===== config.mk =====
export PLATFORM = sky130hd
export DESIGN_NAME = ata_pio_timing_ctrl_flat
export DESIGN_NICKNAME = d
export VERILOG_FILES = /design/src/rtl/ata_pio_timing_ctrl_if.sv /design/src/rtl/ata_pio_timing_ctrl.sv /design/src/flat_wrapper.sv
export SDC_FILE = /design/constraint.sdc
export NUM_CORES = 1
export LEC_CHECK = 0
export CAP_MARGIN = 20
export CORE_AREA = 4 4 118 109
export CTS_CLUSTER_SIZE = 28
export DETAILED_ROUTE_END_ITERATION = 8
export DIE_AREA = 0 0 122 113
export SETUP_SLACK_MARGIN = 0.4
export SLEW_MARGIN = 30
export SYNTH_ARGS = -nofsm -noshare
export SYNTH_HDL_FRONTEND = slang
export SYNTH_SLANG_ARGS = --single-unit

===== constraint.sdc =====
create_clock -name clk -period 4.95 [get_ports clk]
set_input_delay 1.2375 -clock clk [delete_from_list [all_inputs] [get_ports clk]]
set_output_delay 1.2375 -clock clk [all_outputs]
set_load 0.1 [all_outputs]

===== src/rtl/ata_pio_timing_ctrl_if.sv =====
// Bus bundle between the EP73xx static-memory side and the IDE connector.
// The master side is the CPU plus drive; the slave side is the PIO cycle engine.
interface ata_pio_timing_ctrl_if;
  logic       cs5;
  logic       moe;
  logic       mwe;
  logic [3:0] a;
  logic       exprdy;
  logic       cs0;
  logic       cs1;
  logic       dior;
  logic       diow;
  logic       rw;
  logic       oe;
  logic [2:0] da;
  logic       intrq;
  logic       eint;
  logic       iordy;

  modport master (
    output cs5, moe, mwe, a, intrq, iordy,
    input  exprdy, cs0, cs1, dior, diow, rw, oe, da, eint
  );

  modport slave (
    input  cs5, moe, mwe, a, intrq, iordy,
    output exprdy, cs0, cs1, dior, diow, rw, oe, da, eint
  );
endinterface


===== src/rtl/ata_pio_timing_ctrl.sv =====
// ATA PIO host cycle engine: turns one CS5 access into one timed drive cycle
// with run-time setup/active/recovery, synchronised IORDY and a wait timeout.
module ata_pio_timing_ctrl #(
  parameter int unsigned CNT_W        = 6,
  parameter int unsigned TO_W         = 8,
  parameter int unsigned IORDY_SAMPLE = 3,
  parameter int unsigned TIMEOUT_CLKS = 200
) (
  input  logic                 clk,
  input  logic                 reset,
  ata_pio_timing_ctrl_if.slave bus,
  input  logic [CNT_W-1:0]     setup_clks,
  input  logic [CNT_W-1:0]     active_clks,
  input  logic [CNT_W-1:0]     recover_clks,
  output logic                 busy,
  output logic                 timeout_err
);
  typedef enum logic [2:0] {IDLE, ARM, SETUP, ACTIVE, WAIT_IORDY, HOLD, RECOVER} state_t;

  localparam logic [CNT_W-1:0] ONE     = CNT_W'(1);
  localparam logic [CNT_W-1:0] SAMPLE  = CNT_W'(IORDY_SAMPLE);
  localparam logic [TO_W-1:0]  TO_LAST = TO_W'(TIMEOUT_CLKS - 1);

  state_t           state_q, state_d;
  logic [CNT_W-1:0] cnt_q, cnt_d;
  logic [TO_W-1:0]  wcnt_q, wcnt_d;
  logic [CNT_W-1:0] setup_l, active_l, recover_l;
  logic [CNT_W-1:0] setup_last, active_last, recover_last;
  logic [1:0]       sync_q;
  logic             iordy_s, armed_q, start, finish;
  logic             exprdy_q, cs0_q, cs1_q, dior_q, diow_q, rw_q, to_q;
  logic             exprdy_d, cs0_d, cs1_d, dior_d, diow_d, rw_d, to_d;

  function automatic logic [CNT_W-1:0] nonzero(input logic [CNT_W-1:0] v);
    return (v == '0) ? ONE : v;
  endfunction

  assign iordy_s      = sync_q[1];
  assign setup_last   = setup_l - ONE;
  assign recover_last = recover_l - ONE;
  // max(active, IORDY_SAMPLE+1) - 1 keeps the sample point inside ACTIVE
  assign active_last  = (active_l > SAMPLE) ? active_l - ONE : SAMPLE;

  always_comb begin
    state_d  = state_q;
    cnt_d    = cnt_q;
    wcnt_d   = wcnt_q;
    exprdy_d = exprdy_q;
    cs0_d    = cs0_q;
    cs1_d    = cs1_q;
    dior_d   = dior_q;
    diow_d   = diow_q;
    rw_d     = rw_q;
    to_d     = 1'b0;
    start    = 1'b0;
    finish   = 1'b0;
    unique case (state_q)
      IDLE: if (!bus.cs5 && armed_q) begin
        start    = 1'b1;
        cs0_d    = bus.a[3];
        cs1_d    = !bus.a[3];
        exprdy_d = 1'b0;
        state_d  = ARM;
      end
      ARM: begin
        cnt_d = '0;
        if (!bus.mwe) begin
          rw_d    = 1'b1;
          state_d = SETUP;
        end else if (!bus.moe) begin
          rw_d    = 1'b0;
          state_d = SETUP;
        end else if (bus.cs5) begin
          cs0_d    = 1'b1;
          cs1_d    = 1'b1;
          exprdy_d = 1'b1;
          state_d  = IDLE;
        end
      end
      SETUP: if (cnt_q == setup_last) begin
        dior_d  = rw_q;
        diow_d  = !rw_q;
        cnt_d   = '0;
        state_d = ACTIVE;
      end else begin
        cnt_d = cnt_q + ONE;
      end
      ACTIVE: if (cnt_q == SAMPLE && !iordy_s) begin
        wcnt_d  = '0;
        state_d = WAIT_IORDY;
      end else if (cnt_q == active_last) begin
        finish = 1'b1;
      end else begin
        cnt_d = cnt_q + ONE;
      end
      WAIT_IORDY: if (iordy_s) begin
        finish = 1'b1;
      end else if (wcnt_q == TO_LAST) begin
        finish = 1'b1;
        to_d   = 1'b1;
      end else begin
        wcnt_d = wcnt_q + TO_W'(1);
      end
      HOLD: begin
        dior_d  = 1'b1;
        cnt_d   = '0;
        state_d = RECOVER;
      end
      RECOVER: if (cnt_q == recover_last) begin
        cs0_d   = 1'b1;
        cs1_d   = 1'b1;
        rw_d    = 1'b1;
        state_d = IDLE;
      end else begin
        cnt_d = cnt_q + ONE;
      end
      default: state_d = IDLE;
    endcase
    // Completion is folded into the exit edge of ACTIVE/WAIT so a write strobe
    // is exactly active_clks wide and exprdy rises together with diow.
    if (finish) begin
      exprdy_d = 1'b1;
      cnt_d    = '0;
      if (rw_q) begin
        diow_d  = 1'b1;
        state_d = RECOVER;
      end else begin
        state_d = HOLD;
      end
    end
  end

  always_ff @(posedge clk or posedge reset) begin
    if (reset) begin
      state_q   <= IDLE;
      cnt_q     <= '0;
      wcnt_q    <= '0;
      setup_l   <= '0;
      active_l  <= '0;
      recover_l <= '0;
      sync_q    <= '1;
      armed_q   <= 1'b1;
      exprdy_q  <= 1'b1;
      cs0_q     <= 1'b1;
      cs1_q     <= 1'b1;
      dior_q    <= 1'b1;
      diow_q    <= 1'b1;
      rw_q      <= 1'b1;
      to_q      <= 1'b0;
    end else begin
      state_q  <= state_d;
      cnt_q    <= cnt_d;
      wcnt_q   <= wcnt_d;
      sync_q   <= {sync_q[0], bus.iordy};
      exprdy_q <= exprdy_d;
      cs0_q    <= cs0_d;
      cs1_q    <= cs1_d;
      dior_q   <= dior_d;
      diow_q   <= diow_d;
      rw_q     <= rw_d;
      to_q     <= to_d;
      if (start) begin
        setup_l   <= nonzero(setup_clks);
        active_l  <= nonzero(active_clks);
        recover_l <= nonzero(recover_clks);
        armed_q   <= 1'b0;
      end else if (bus.cs5) begin
        armed_q <= 1'b1;
      end
    end
  end

  assign bus.exprdy  = exprdy_q;
  assign bus.cs0     = cs0_q;
  assign bus.cs1     = cs1_q;
  assign bus.dior    = dior_q;
  assign bus.diow    = diow_q;
  assign bus.rw      = rw_q;
  assign bus.oe      = cs0_q & cs1_q;
  assign bus.da      = bus.a[2:0];
  assign bus.eint    = !bus.intrq;
  assign busy        = (state_q != IDLE);
  assign timeout_err = to_q;
endmodule


===== src/flat_wrapper.sv =====
// flat-port wrapper written by rule: the top's interface ports become plain ports
module ata_pio_timing_ctrl_flat 
#(
  parameter int unsigned CNT_W        = 6,
  parameter int unsigned TO_W         = 8,
  parameter int unsigned IORDY_SAMPLE = 3,
  parameter int unsigned TIMEOUT_CLKS = 200
)
  (clk, reset, setup_clks, active_clks, recover_clks, busy, timeout_err, bus_cs5, bus_moe, bus_mwe, bus_a, bus_intrq, bus_iordy, bus_exprdy, bus_cs0, bus_cs1, bus_dior, bus_diow, bus_rw, bus_oe, bus_da, bus_eint);
  ata_pio_timing_ctrl_if bus_i ();
  input  logic clk;
  input  logic reset;
  input  logic [CNT_W-1:0] setup_clks;
  input  logic [CNT_W-1:0] active_clks;
  input  logic [CNT_W-1:0] recover_clks;
  output logic busy;
  output logic timeout_err;
  input wire logic [$bits(bus_i.cs5)-1:0] bus_cs5;
  input wire logic [$bits(bus_i.moe)-1:0] bus_moe;
  input wire logic [$bits(bus_i.mwe)-1:0] bus_mwe;
  input wire logic [$bits(bus_i.a)-1:0] bus_a;
  input wire logic [$bits(bus_i.intrq)-1:0] bus_intrq;
  input wire logic [$bits(bus_i.iordy)-1:0] bus_iordy;
  output wire logic [$bits(bus_i.exprdy)-1:0] bus_exprdy;
  output wire logic [$bits(bus_i.cs0)-1:0] bus_cs0;
  output wire logic [$bits(bus_i.cs1)-1:0] bus_cs1;
  output wire logic [$bits(bus_i.dior)-1:0] bus_dior;
  output wire logic [$bits(bus_i.diow)-1:0] bus_diow;
  output wire logic [$bits(bus_i.rw)-1:0] bus_rw;
  output wire logic [$bits(bus_i.oe)-1:0] bus_oe;
  output wire logic [$bits(bus_i.da)-1:0] bus_da;
  output wire logic [$bits(bus_i.eint)-1:0] bus_eint;
  assign bus_i.cs5 = bus_cs5;
  assign bus_i.moe = bus_moe;
  assign bus_i.mwe = bus_mwe;
  assign bus_i.a = bus_a;
  assign bus_i.intrq = bus_intrq;
  assign bus_i.iordy = bus_iordy;
  assign bus_exprdy = bus_i.exprdy;
  assign bus_cs0 = bus_i.cs0;
  assign bus_cs1 = bus_i.cs1;
  assign bus_dior = bus_i.dior;
  assign bus_diow = bus_i.diow;
  assign bus_rw = bus_i.rw;
  assign bus_oe = bus_i.oe;
  assign bus_da = bus_i.da;
  assign bus_eint = bus_i.eint;
  ata_pio_timing_ctrl #(.CNT_W(CNT_W), .TO_W(TO_W), .IORDY_SAMPLE(IORDY_SAMPLE), .TIMEOUT_CLKS(TIMEOUT_CLKS)) u_core (.clk(clk), .reset(reset), .bus(bus_i), .setup_clks(setup_clks), .active_clks(active_clks), .recover_clks(recover_clks), .busy(busy), .timeout_err(timeout_err));
endmodule

# After elaboration in Yosys (flattened, before gate mapping)
# Index checks and enable logic that the tools add are counted.
# Widths: inputs -> output; s select.
[word_totals] ff_bits=45 in_bits=29 out_inout_bits=13 elab_cells=136
[op_classes] add_sub_neg=5 order_cmp=1 eq_ne=33 mux=54 n_bitwise=1 n_reduce_logical=27
[ops] cell="$mux 6" n=9
[ops] cell="$mux 1" n=24
[ops] cell="$mux 3" n=8
[ops] cell="$mux 8" n=3
[ops] cell="$pmux 6 s4" n=1
[ops] cell="$pmux 3 s7" n=1
[ops] cell="$eq 6x6->1" n=3
[ops] cell="$logic_not 6->1" n=3
[ops] cell="$ne 3x2->1 const B" n=6
[ops] cell="$sub 6x1->6 const B" n=3
[ops] cell="$pmux 8 s2" n=1
[ops] cell="$ne 3x1->1 const B" n=4
[ops] cell="$reduce_and 6->1" n=2
[ops] cell="$ne 2x1->1 const B" n=5
[ops] cell="$ne 2x2->1 const B" n=5
[ops] cell="$eq 3x3->1 const B" n=3
[ops] cell="$reduce_bool 3->1" n=3
[ops] cell="$add 8x1->8 const B" n=1
[ops] cell="$eq 8x8->1 const B" n=1
[ops] cell="$pmux 1 s2" n=4
[ops] cell="$reduce_and 4->1" n=2
[ops] cell="$reduce_bool 2->1" n=4
[ops] cell="$add 6x1->6 const B" n=1
[ops] cell="$eq 3x2->1 const B" n=2
[ops] cell="other kinds (16)" n=22

# Depth between registers and ports, before layout
# Gate-level depths: netlist (run 1).
[logic_depth] ltp_word=8 ltp_mapped=11 mapped_depth_nobuf=9

# Worst setup path after synthesis (run 1)
# No wires, ideal clock.
[synth_path] kind="input port to output port" start="input bus_intrq" end="output bus_eint" t_arrival_ns=1.814 t_required_ns=3.713 path_slack_ns=1.898 path_stages=1 path_buffers=0 path_cell_list="inv_1"
[synth_via] elab_chain_len=1
[synth_rtl] element="start, declared" line_no="flat_wrapper.sv:22" text="input wire logic [$bits(bus_i.intrq)-1:0] bus_intrq;"
[synth_rtl] element="$logic_not 1->1" line_no="ata_pio_timing_ctrl.sv:181" text="assign bus.eint = !bus.intrq;"
[synth_rtl] element="end, declared" line_no="flat_wrapper.sv:32" text="output wire logic [$bits(bus_i.eint)-1:0] bus_eint;"
# Every way passes these cells.

# Final worst setup path (run 1)
[layout_path] start="register u_core.state_q[0]" end="output busy"
[layout_via] elab_chain_len=1
[layout_rtl] element="start, declared" line_no="ata_pio_timing_ctrl.sv:24" text="state_t state_q, state_d;"
[layout_rtl] element="start signal, assigned" line_no="ata_pio_timing_ctrl.sv:151" text="state_q <= state_d;"
[layout_rtl] element="$reduce_bool 3->1" line_no="ata_pio_timing_ctrl.sv:182" text="assign busy = (state_q != IDLE);"
[layout_rtl] element="end, declared" line_no="flat_wrapper.sv:16" text="output logic busy;"
# Every way passes these cells.

==> results.txt, run 1 <==
----------------------------------------------------
[Status]
  Run status ... complete, no violations

[Critical path]
  Library cell contributing the largest single delay on the critical path ... clkdlybuf4s50_1
  Element type at the critical path end ... output pin
  Critical path fanouts, max ... 17
  Critical path's top delay family ... buffers and inverters
  Worst path cell trace ... nor2_1, nand2_1, clkdlybuf4s50_1
  Arr. time, crit path ... between 2 and 2.5 ns
  Worst setup path category ... flop to output pin
  Largest stage delay on the critical path ... around 1.1 ns
  Critical path buffers and inverters ... 1
  Worst Setup Start Kind ... flop
  CP required ... 3.71 ns

[Timing]
  Unrepaired setup endpoints after global routing ... false
  Headroom to the max-slew limit ... between 30% and 40%
  Worst Setup Slack, final ... 1.31 ns
  Fin crit share ... about 74%
  Least-Margin Pin Slew ... ~0.98 ns
  Final setup fails ... 0
  Slew Limit Fails ... 0
  Highest clock frequency the design can meet ... ~270 MHz
  Setup TNS ... 0 ns
  Tmin final ... between 3 and 4 ns
  Final count of hold timing violations ... 0
  Worst Skew ... 0.00576 ns

[Finish]
  Number of antenna repair diodes ... 0
  Fraction of layout instances using a drive strength above 1 ... 15.8%
  Non-filler cells, final ... approximately 490
  Area growth syn-to-layout ... 22.4%
  Filler Cells Inserted ... 1227
  Total number of nets in the final design ... between 300 and 400

[Synth]
  Register bit count reported by yosys ... 45
  Top cell type's share of synthesized area ... 31.5%
  Post-Synthesis Cell Area ... between 2000 and 3000 um^2
  Warning count from the yosys run ... 0
  Cell count after synthesis ... approximately 300
  Yosys cell types ... 65
  Nets in the synthesized netlist ... around 340
  Async set or reset register ratio after synthesis ... 100%
  Share of synthesized area occupied by flip-flops and latches ... between 30% and 40%
  Library cell with the largest summed area after synthesis ... dfrtp_1
  Flip-flop cell with the highest count after synthesis ... dfrtp_1
  Leading cell types by total area after synthesis ... dfrtp_1 (31%), dfstp_2 (8.3%), mux2_2 (7.1%)
  Most common cell in the netlist ... dfrtp_1
  Per-instance average area after synthesis ... between 9 and 10 um^2
  Top cells by instance count after synthesis ... dfrtp_1 (36), nand2_1 (20), inv_1 (18), mux2_2 (18), nor2_1 (17)
  Number of enable-type register cells in the synthesized netlist ... 0

[Place]
  IO buf count ... 35
  Instance count after placement with tap cells included ... 480
  Final GP Congestion ... approximately 0.82
  Worst setup slack before clock tree synthesis ... ~1.4 ns
  Final HPWL from detailed placement ... around 4700 um

[Power and ir drop]
  Maximum VDD drop ... around 200 uV
  Leakage ... approximately 1.5 nW
  Power density relative to cell area ... approximately 640 nW/um^2

[Drt]
  Via-to-Cell Ratio ... 4.79
  First DRT Iteration DRCs ... 162
  Number of optimization iterations in the first detailed-route pass ... 4
  Wire length on met1 ... between 3000 and 4000 um
  Number of nets still failing antenna checks after routing ... 0
  Average routed wire per standard cell ... roughly 13 um
  Total wire length ... 6310 um
  # DRC ... 0
  Met2 wire length ... roughly 3000 um
  Met3 wire length ... ~230 um
  Vias ... 2343
  Highest Signal Layer ... met4

[Clock tree]
  Clock Sink Count ... 45
  Clock Tree Buf Depth ... 2
  Clock buffer count from CTS ... 5
  Resized cells post-CTS ... 0
  H-Tree Level Count ... 2
  Clock-pin slew on the worst setup and hold paths ... 0.06 ns
  TritonCTS clock tree ... yes
  Clk Tree Root Cell ... clkbuf_16
  Clock insertion delay at the later pin of the skew report ... about 0.28 ns
  Setup repair bufs after CTS ... 0
  Number of hold buffers added after CTS ... 0

[GRT]
  First-pass GRT wire length ... 11000 um
  Global route overflow ... 0
  Via count of the first global-routing pass ... around 2300
  Global router's overall resource usage ... approximately a tenth
  Maximum number of pins on one net before global-route repair ... 46
  Initial antenna violation count ... 0

[Floorplan]
  Core region area ... approximately 12000 um^2
  Width of the die ... 122 um
  Initial Utilization ... approximately a quarter
  IO Count ... between 40 and 50
  Die span in y ... ~110 um
  Die area ... 13800 um^2
  Number of standard-cell rows in the floorplan ... 38

[Flow run]
  Reported max-cap violation count ... 0

[Min path]
  Worst hold-check path type ... flop to flop

----------------------------------------------------
==> area by class of cell <==
cell class,count,area [um^2],area share [%]
clock inverters,1,5.00,0.143
clock buffers,7,153,4.36
repair buffers,38,370,10.6
flip-flops and latches,45,1140,32.5
well taps,160,200,5.71
multi-input cells,220,1570,44.8
inverters,18,68.8,1.96
==> worst reg2reg max path, cell delays in order (launching register included) <==
cell and delay [ns]:
dfrtp_1 0.40, inv_1 0.08, ha_1 0.24, nor2b_1 0.13, or3_1 0.34, a31o_2 0.25
nor3_1 0.56, nand3_1 0.15, nand3_1 0.14, mux2_2 0.36
==> registers in the layout, indices dropped and copies added, names as in the netlist, 2 cells and up <==
| name | cells |
|---|---|
| u_core.active_l | 6 |
| u_core.cnt_q | 6 |
| u_core.recover_l | 6 |
| u_core.setup_l | 6 |
| u_core.state_q | 3 |
| u_core.sync_q | 2 |
| u_core.wcnt_q | 8 |
==> logic make-up after synthesis <==
group | Yosys count | share of synthesized area (%)
compound gates | 68 | 16.9
xor+xnor | 23 | 7.04
buf+inv | 36 | 5.42
fa+ha+maj | 5 | 2.19
simple gates | 103 | 20.5
flops | 45 | 39.7
mux | 21 | 8.17
==> per-layer routing <==
metal | GRT usage, % | up-vias
met4 | 2.39 | 0
li1 | - | 1142
met5 | 0 | -
met2 | 15.2 | 33
met3 | 2.05 | 2
met1 | 13.4 | 1166
==> placed cells by master (no fill, tap or decap), drive strengths merged, types with 2 or more instances in the layout <==
master,instances
a211oi,2
a21oi,15
a31o,2
a32o,5
a41oi,2
and2,3
and3,5
buf,4
clkbuf,7
clkdlybuf4s50,34
clkinv,2
dfrtp,36
dfstp,9
ha,5
inv,17
mux2,19
mux2i,2
nand2,20
nand2b,2
nand3,13
nand4,2
nor2,17
nor2b,9
nor3,9
nor4,5
nor4b,2
o211a,3
o211ai,2
o21a,2
o21ai,16
o31ai,4
o32ai,2
or3,5
or4,4
xnor2,11
xor2,12
==> final timing paths <==
kind,endpoint,slack [ns],from,cells after the start
max,busy,1.31,u_core.state_q[0],3
min,u_core.sync_q[1],0.36,u_core.sync_q[0],0
max reg2reg,u_core.bus.cs1,2.23,u_core.recover_l[0],9
min reg2reg,u_core.sync_q[1],0.36,u_core.sync_q[0],0
max in group asynchronous,u_core.cnt_q[3],3.08,reset,2
min in group asynchronous,u_core.state_q[0],1.39,reset,2
==> where the power goes <==
group	switching, mW	internal (mW)	total [mW]
Combinational	0.686	0.486	1.17
Sequential	0.211	0.527	0.738
Clock	0.136	0.214	0.350
Total	1.03	1.23	2.26
==> metrics by stage <==
stage / hold WS (ns) / util (%) / cell area, um^2 / power, mW
final: 0.356 / 29.8 / 3500 / 2.26
after global routing: 0.368 / 29.8 / 3500 / 2.43
after CTS: 0.357 / 29.8 / 3500 / 2.28
after detailed placement: 0.348 / 28.4 / 3340 / 1.92
after global placement: 0.347 / 28.4 / 3340 / 1.88
after floorplan: 0.345 / - / 2860 / 1.67
(Power assumes the default switching activity.)
==> run 2, diff against run 1 <==
==> constraint.sdc (replaced) <==
create_clock -name clk -period 3.6 [get_ports clk]
set_input_delay 0.9 -clock clk [delete_from_list [all_inputs] [get_ports clk]]
set_output_delay 0.9 -clock clk [all_outputs]
set_load 0.1 [all_outputs]
==> results.txt, run 2 (synthesis results as in run 1) <==
----------------------------------------------------
[Clock tree]
  H-Tree Level Count ... 2 (unchanged)
  Number of hold buffers added after CTS ... 0 (unchanged)
  Resized cells post-CTS ... 0 (unchanged)
  Clock insertion delay at the later pin of the skew report ... 0.29 ns (about the same)
  Clock Tree Buf Depth ... 2 (unchanged)
  Clock Sink Count ... 45 (unchanged)
  Setup repair bufs after CTS ... 0 (unchanged)
  Clk Tree Root Cell ... clkbuf_16
  TritonCTS clock tree ... yes
  Clock buffer count from CTS ... 5 (unchanged)
  Clock-pin slew on the worst setup and hold paths ... 0.07 ns (about the same)

[Critical path]
  Worst setup path category ... flop to output pin
  Worst reg2reg setup slack ... 0.92 ns (-1.31 ns)
  Library cell contributing the largest single delay on the critical path ... dfrtp_1
  CP required ... 2.70 ns (-1.01 ns)
  Worst Setup Start Kind ... flop
  Worst path cell trace ... inv_1, nand2_1, buf_4
  Element type at the critical path end ... output pin
  Arr. time, crit path ... 1.86 ns (-0.55 ns)
  Critical path's top delay family ... flip-flops
  Critical path buffers and inverters ... 2 (+1)
  Critical path fanouts, max ... 24 (+7)
  Largest stage delay on the critical path ... 0.82 ns (-0.32 ns)

[Finish]
  Register ranked first by flip-flop count ... u_core.wcnt_q
  Total number of nets in the final design ... 360 (-0.55%)
  Most frequent cells in the layout ... dfrtp_1 (36), clkdlybuf4s50_1 (25), nand2_1 (20)
  Fraction of layout instances using a drive strength above 1 ... 18.0% (+2.2 points)
  Number of antenna repair diodes ... 0 (unchanged)
  Largest register FFs ... 8 (unchanged)
  Area growth syn-to-layout ... 21.0%
  Most frequent standard cell in the layout excluding fill and tap cells ... dfrtp_1

[Power and ir drop]
  Sw Ratio ... 47.3% (+1.6 points)
  Psw ... 1.47 mW (+42%)
  Internal ... 1.63 mW (+33%)
  Portion of total power attributed to combinational logic ... 50.3% (-1.6 points)
  Sequential share of power ... 33.9% (+1.3 points)
  Part of the total power dissipated in the clock network ... 15.8% (+0.3 points)
  Power density relative to cell area ... 895 nW/um^2 (+39%)
  Maximum VDD drop ... 317 uV (+62%)
  Leakage ... 1.45 nW (-0.39%)

[Drt]
  Total wire length ... 6480 um (+2.7%)
  First DRT Iteration DRCs ... 127 (-22%)
  Number of optimization iterations in the first detailed-route pass ... 4 (unchanged)
  # DRC ... 0 (unchanged)
  Number of nets still failing antenna checks after routing ... 0 (unchanged)
  Via-to-Cell Ratio ... 4.84 (+1.1%)
  Average routed wire per standard cell ... 13.3 um (+3.1%)
  Vias ... 2359 (+0.68%)

[Timing]
  Headroom to the max-slew limit ... 51.3% (+17 points)
  Final setup fails ... 0 (unchanged)
  Highest clock frequency the design can meet ... approximately 360 MHz
  Fin crit share ... roughly three quarters
  Worst Setup Slack, final ... 0.840 ns (-0.466 ns)
  Setup TNS ... 0 ns (unchanged)
  Tmin final ... 2.76 ns
  Least-Margin Pin Slew ... 0.730 ns (-0.255 ns)
  Final count of hold timing violations ... 0 (unchanged)
  Unrepaired setup endpoints after global routing ... false
  Slew Limit Fails ... 0 (unchanged)
  Worst Skew ... 0.0110 ns (+0.00526 ns)

[GRT]
  Maximum number of pins on one net before global-route repair ... 46 (unchanged)
  Global router's overall resource usage ... 9.76% (+0.13 points)
  Initial antenna violation count ... 0 (unchanged)
  First-pass GRT wire length ... 11200 um (+1.4%)
  Via count of the first global-routing pass ... 2271 (+0.088%)
  Global route overflow ... 0 (unchanged)

[Place]
  Final GP Congestion ... 0.833 (+1.5%)
  Worst setup slack before clock tree synthesis ... 0.948 ns (-0.501 ns)
  Final HPWL from detailed placement ... 4790 um (+1.1%)
  IO buf count ... 35 (unchanged)

[Floorplan]
  Die span in y ... 113 um (unchanged)
  Width of the die ... 122 um (unchanged)
  Initial Utilization ... 24.4% (unchanged)
  IO Count ... 42 (unchanged)
  Number of standard-cell rows in the floorplan ... 38 (unchanged)
  Die area ... 13800 um^2 (unchanged)
  Core region area ... 11700 um^2 (unchanged)

[Min path]
  Worst hold-check path type ... flop to flop

[Flow run]
  Reported max-cap violation count ... 0 (unchanged)

[Status]
  Run status ... complete, no violations

----------------------------------------------------
-- run 2: cell types whose count changed in the layout (fill, tap and decap cells not counted), sizes merged --
cell and delta:
buf +7, clkinv -2, clkdlybuf4s50 -9, clkbuf -2
inv +4
-- run 2: worst paths after layout --
check,from,to,depth (start not counted)
setup reg to reg,u_core.active_l[0],u_core.state_q[1],9
hold / removal,u_core.sync_q[0],u_core.sync_q[1],0
min in group asynchronous,reset,u_core.wcnt_q[5],2
max in group asynchronous,reset,u_core.recover_l[4],2
setup / recovery,u_core.state_q[1],busy,3
hold reg to reg,u_core.sync_q[0],u_core.sync_q[1],0
-- run 2: metal layers --
layer / track usage, % / up-vias / routed length, um
li1: - / 1147 / -
met1: 14.3 / 1159 / 3160
met2: 15.2 / 48 / 3020
met3: 2.10 / 5 / 282
met4: 1.34 / 0 / 16
met5: 0 / - / 0
-- run 2: final cells by class --
| class | count | area (um^2) |
|---|---|---|
| clock buffer | 5 | 125 |
| sequential | 45 | 1140 |
| timing repair buffer | 36 | 333 |
| fill | 1214 | 8280 |
| multi-input combinational | 220 | 1570 |
| clock inverter | 3 | 28.8 |
| tap | 160 | 200 |
| inverter | 18 | 70.1 |
-- run 2: power by group through the flow --
stage,logic [mW],clock network (mW),registers [mW]
detailed placement,1.56,0,1.06
global placement,1.53,0,1.05
CTS,1.57,0.501,1.05
floorplan,1.19,0,1.11
global route,1.71,0.524,1.10
finish,1.56,0.489,1.05
-- run 2: metrics by stage --
| step | cells | hold WS (ns) | total power, mW | util (%) | instance area, um^2 |
|---|---|---|---|---|---|
| global placement | 479 | 0.349 | 2.58 | 28.2 | 3310 |
| floorplan | 301 | 0.345 | 2.30 | - | 2860 |
| global route | 487 | 0.364 | 3.33 | 29.5 | 3460 |
| CTS | 487 | 0.360 | 3.12 | 29.5 | 3460 |
| finish | 487 | 0.358 | 3.10 | 29.5 | 3460 |
| detailed placement | 479 | 0.349 | 2.62 | 28.2 | 3310 |
-- run 2: worst register-to-register path: stages, from the launching register on --
cell and delay (ns):
dfrtp_1 0.47, inv_1 0.11, ha_1 0.34, nand4bb_1 0.20
a211oi_1 0.26, o221ai_1 0.20, nor4_4 0.40, a21oi_2 0.23
mux2_1 0.37, o21ai_2 0.05
==> run 3, diff against run 2 <==
==> constraint.sdc (replaced) <==
create_clock -name clk -period 2.8 [get_ports clk]
set_input_delay 0.7 -clock clk [delete_from_list [all_inputs] [get_ports clk]]
set_output_delay 0.7 -clock clk [all_outputs]
set_load 0.1 [all_outputs]
==> results.txt, run 3 (synthesis results as in run 1) <==
----------------------------------------------------
[Timing]
  Tmin final ... around 2.3 ns
  Slew Limit Fails ... 0 (unchanged)
  Headroom to the max-slew limit ... 57.4% (+6.1 points)
  Least-Margin Pin Slew ... 0.634 ns (-0.0963 ns)
  Final count of hold timing violations ... 0 (unchanged)
  Worst Skew ... 0.00454 ns (-0.00648 ns)
  Unrepaired setup endpoints after global routing ... false
  Final setup fails ... 0 (unchanged)
  Worst-case hold slack ... 0.356 ns (-0.00117 ns)
  Fin crit share ... between 80% and 90%
  Setup TNS ... 0 ns (unchanged)
  Highest clock frequency the design can meet ... roughly 430 MHz

[GRT]
  M2 GR Usage ... 16.1% (+0.92 points)
  Global router's overall resource usage ... 9.61% (-0.14 points)
  GR met1 Demand/Resource ... 13.2% (-1.1 points)
  Maximum number of pins on one net before global-route repair ... 46 (unchanged)
  Met3 GRT Util ... 2.20% (+0.10 points)
  First-pass GRT wire length ... 11100 um (-0.44%)
  Initial antenna violation count ... 0 (unchanged)
  Via count of the first global-routing pass ... 2358 (+3.8%)
  Global route overflow ... 0 (unchanged)
  Global-route layer with the greatest usage ... met2

[Min path]
  Worst hold-check path type ... flop to flop
  Cell count of the worst hold path ... 0 (unchanged)
  Start point of the worst min-delay path ... u_core.sync_q[0]
  Terminating pin of the worst hold path ... u_core.sync_q[1]

[Critical path]
  Critical path's top delay family ... compound AO/OA/AOI/OAI gates
  Worst setup path category ... flop to flop
  Largest stage delay on the critical path ... 0.40 ns (-0.42 ns)
  R2R depth ... 10 (+1)
  Critical path buffers and inverters ... 2 (unchanged)
  CP required ... 2.97 ns (+0.27 ns)
  R2r startpoint ... u_core.setup_l[1]
  Arr. time, crit path ... 2.48 ns (+0.62 ns)
  Worst reg2reg setup slack ... 0.48 ns (-0.44 ns)
  Worst path cell trace ... inv_1, ha_1, o21ba_2, a221oi_1, a41oi_1, nor4_2, a31o_2, buf_4, nor2b_4, a32o_1
  Library cell contributing the largest single delay on the critical path ... dfrtp_1
  Element type at the critical path end ... flop
  Critical path fanouts, max ... 6 (-75%)
  Worst Setup Start Kind ... flop
  End of the worst register-to-register path ... u_core.cnt_q[3]

[Flow run]
  Reported max-cap violation count ... 0 (unchanged)

[Drt]
  Number of nets still failing antenna checks after routing ... 0 (unchanged)
  Average routed wire per standard cell ... 13.1 um (-1.1%)
  Vias ... 2434 (+3.2%)
  # DRC ... 0 (unchanged)
  First DRT Iteration DRCs ... 152 (+20%)
  Via-to-Cell Ratio ... 4.80 (-0.89%)
  Number of optimization iterations in the first detailed-route pass ... 7 (+3)
  Total wire length ... 6670 um (+2.9%)

[Finish]
  Register ranked first by flip-flop count ... u_core.wcnt_q
  Number of antenna repair diodes ... 0 (unchanged)
  Most frequent standard cell in the layout excluding fill and tap cells ... dfrtp_1
  Non-filler cells, final ... 507 (+4.1%)
  Fraction of layout instances using a drive strength above 1 ... 27.4% (+9.3 points)
  Finished Cell Area ... 3750 um^2 (+8.2%)
  Most frequent cells in the layout ... dfrtp_1 (32), buf_4 (27), clkdlybuf4s50_1 (25)
  Area growth syn-to-layout ... 31.0%
  Total number of nets in the final design ... 380 (+5.6%)
  Core occupancy in the finished layout ... 31.9% (+2.4 points)
  Largest register FFs ... 8 (unchanged)

[Floorplan]
  Die area ... 13800 um^2 (unchanged)
  Number of standard-cell rows in the floorplan ... 38 (unchanged)
  Core region area ... 11700 um^2 (unchanged)
  Die span in y ... 113 um (unchanged)
  Width of the die ... 122 um (unchanged)
  Initial Utilization ... 24.4% (unchanged)
  IO Count ... 42 (unchanged)

[Status]
  Run status ... complete, no violations

[Clock tree]
  TritonCTS clock tree ... yes
  Clock Tree Buf Depth ... 2 (unchanged)
  Clock-pin slew on the worst setup and hold paths ... 0.06 ns (about the same)
  Clk Tree Root Cell ... clkbuf_16
  H-Tree Level Count ... 2 (unchanged)
  Clock insertion delay at the later pin of the skew report ... 0.28 ns (about the same)
  Clock buffer count from CTS ... 5 (unchanged)
  Clock Sink Count ... 45 (unchanged)

[Place]
  Final GP Congestion ... 0.855 (+2.6%)
  IO buf count ... 35 (unchanged)
  Placed instance area ... 3390 um^2 (+2.5%)
  Instance count after placement with tap cells included ... 487 (+1.7%)
  Final HPWL from detailed placement ... 4790 um (+0.14%)

[Power and ir drop]
  Power density relative to cell area ... 1160 nW/um^2 (+30%)
  Leakage ... 1.58 nW (+9.1%)
  Maximum VDD drop ... 440 uV (+39%)

----------------------------------------------------
[run 3: cell count changes in the layout (fill, tap and decap cells not counted), moves of 3 or more]
cell and delta:
dfrtp_1 -4, dfrtp_2 +4, inv_2 +3, buf_4 +16
[run 3: cell type report]
type | instances | area [um^2]
tap | 160 | 200
multi-input combinational | 221 | 1660
inverter | 18 | 67.6
clock inverter | 3 | 46.3
fill | 1196 | 7990
timing repair buffer | 55 | 504
clock buffer | 5 | 125
sequential | 45 | 1140
[run 3: worst max path at each step]
stage                             start                 to  slack, ns  cells after the start
floorplan                u_core.bus.cs1             bus_oe       0.42                      1
global placement     u_core.active_l[0]  u_core.state_q[1]       0.23                      9
detailed placement   u_core.active_l[0]  u_core.state_q[1]       0.11                      9
CTS                  u_core.active_l[4]    u_core.cnt_q[3]       0.40                      8
global route        u_core.recover_l[0]     u_core.bus.cs0       0.38                     10
finish                u_core.setup_l[1]    u_core.cnt_q[3]       0.48                     10
[run 3: timing repair]
| item | in CTS | in global routing |
|---|---|---|
| cloned | 0 | 1 |
| pin swaps | 2 | 10 |
| gates resized for setup | 10 | 11 |
| setup endpoints to repair | 11 | 11 |
| setup buffers | 6 | 5 |
| hold buffers | 0 | 0 |
[run 3: where the power goes]
group / switching, mW / internal (mW)
sequential: 0.315 / 0.936
clock: 0.251 / 0.422
combinational: 1.40 / 1.04
total: 1.97 / 2.39
[run 3: stage by stage]
| stage | setup WS, ns | power [mW] |
|---|---|---|
| after global routing | 0.377 | 4.65 |
| after detailed placement | 0.115 | 3.43 |
| after global placement | 0.234 | 3.38 |
| after CTS | 0.400 | 4.23 |
| after floorplan | 0.422 | 2.95 |
| final | 0.484 | 4.36 |
[run 3: layer usage]
| layer | share of wire (%) | vias up |
|---|---|---|
| met3 | 4.4 | 4 |
| met5 | 0 | - |
| li1 | - | 1181 |
| met2 | 49 | 47 |
| met4 | 0.31 | 0 |
| met1 | 46 | 1202 |
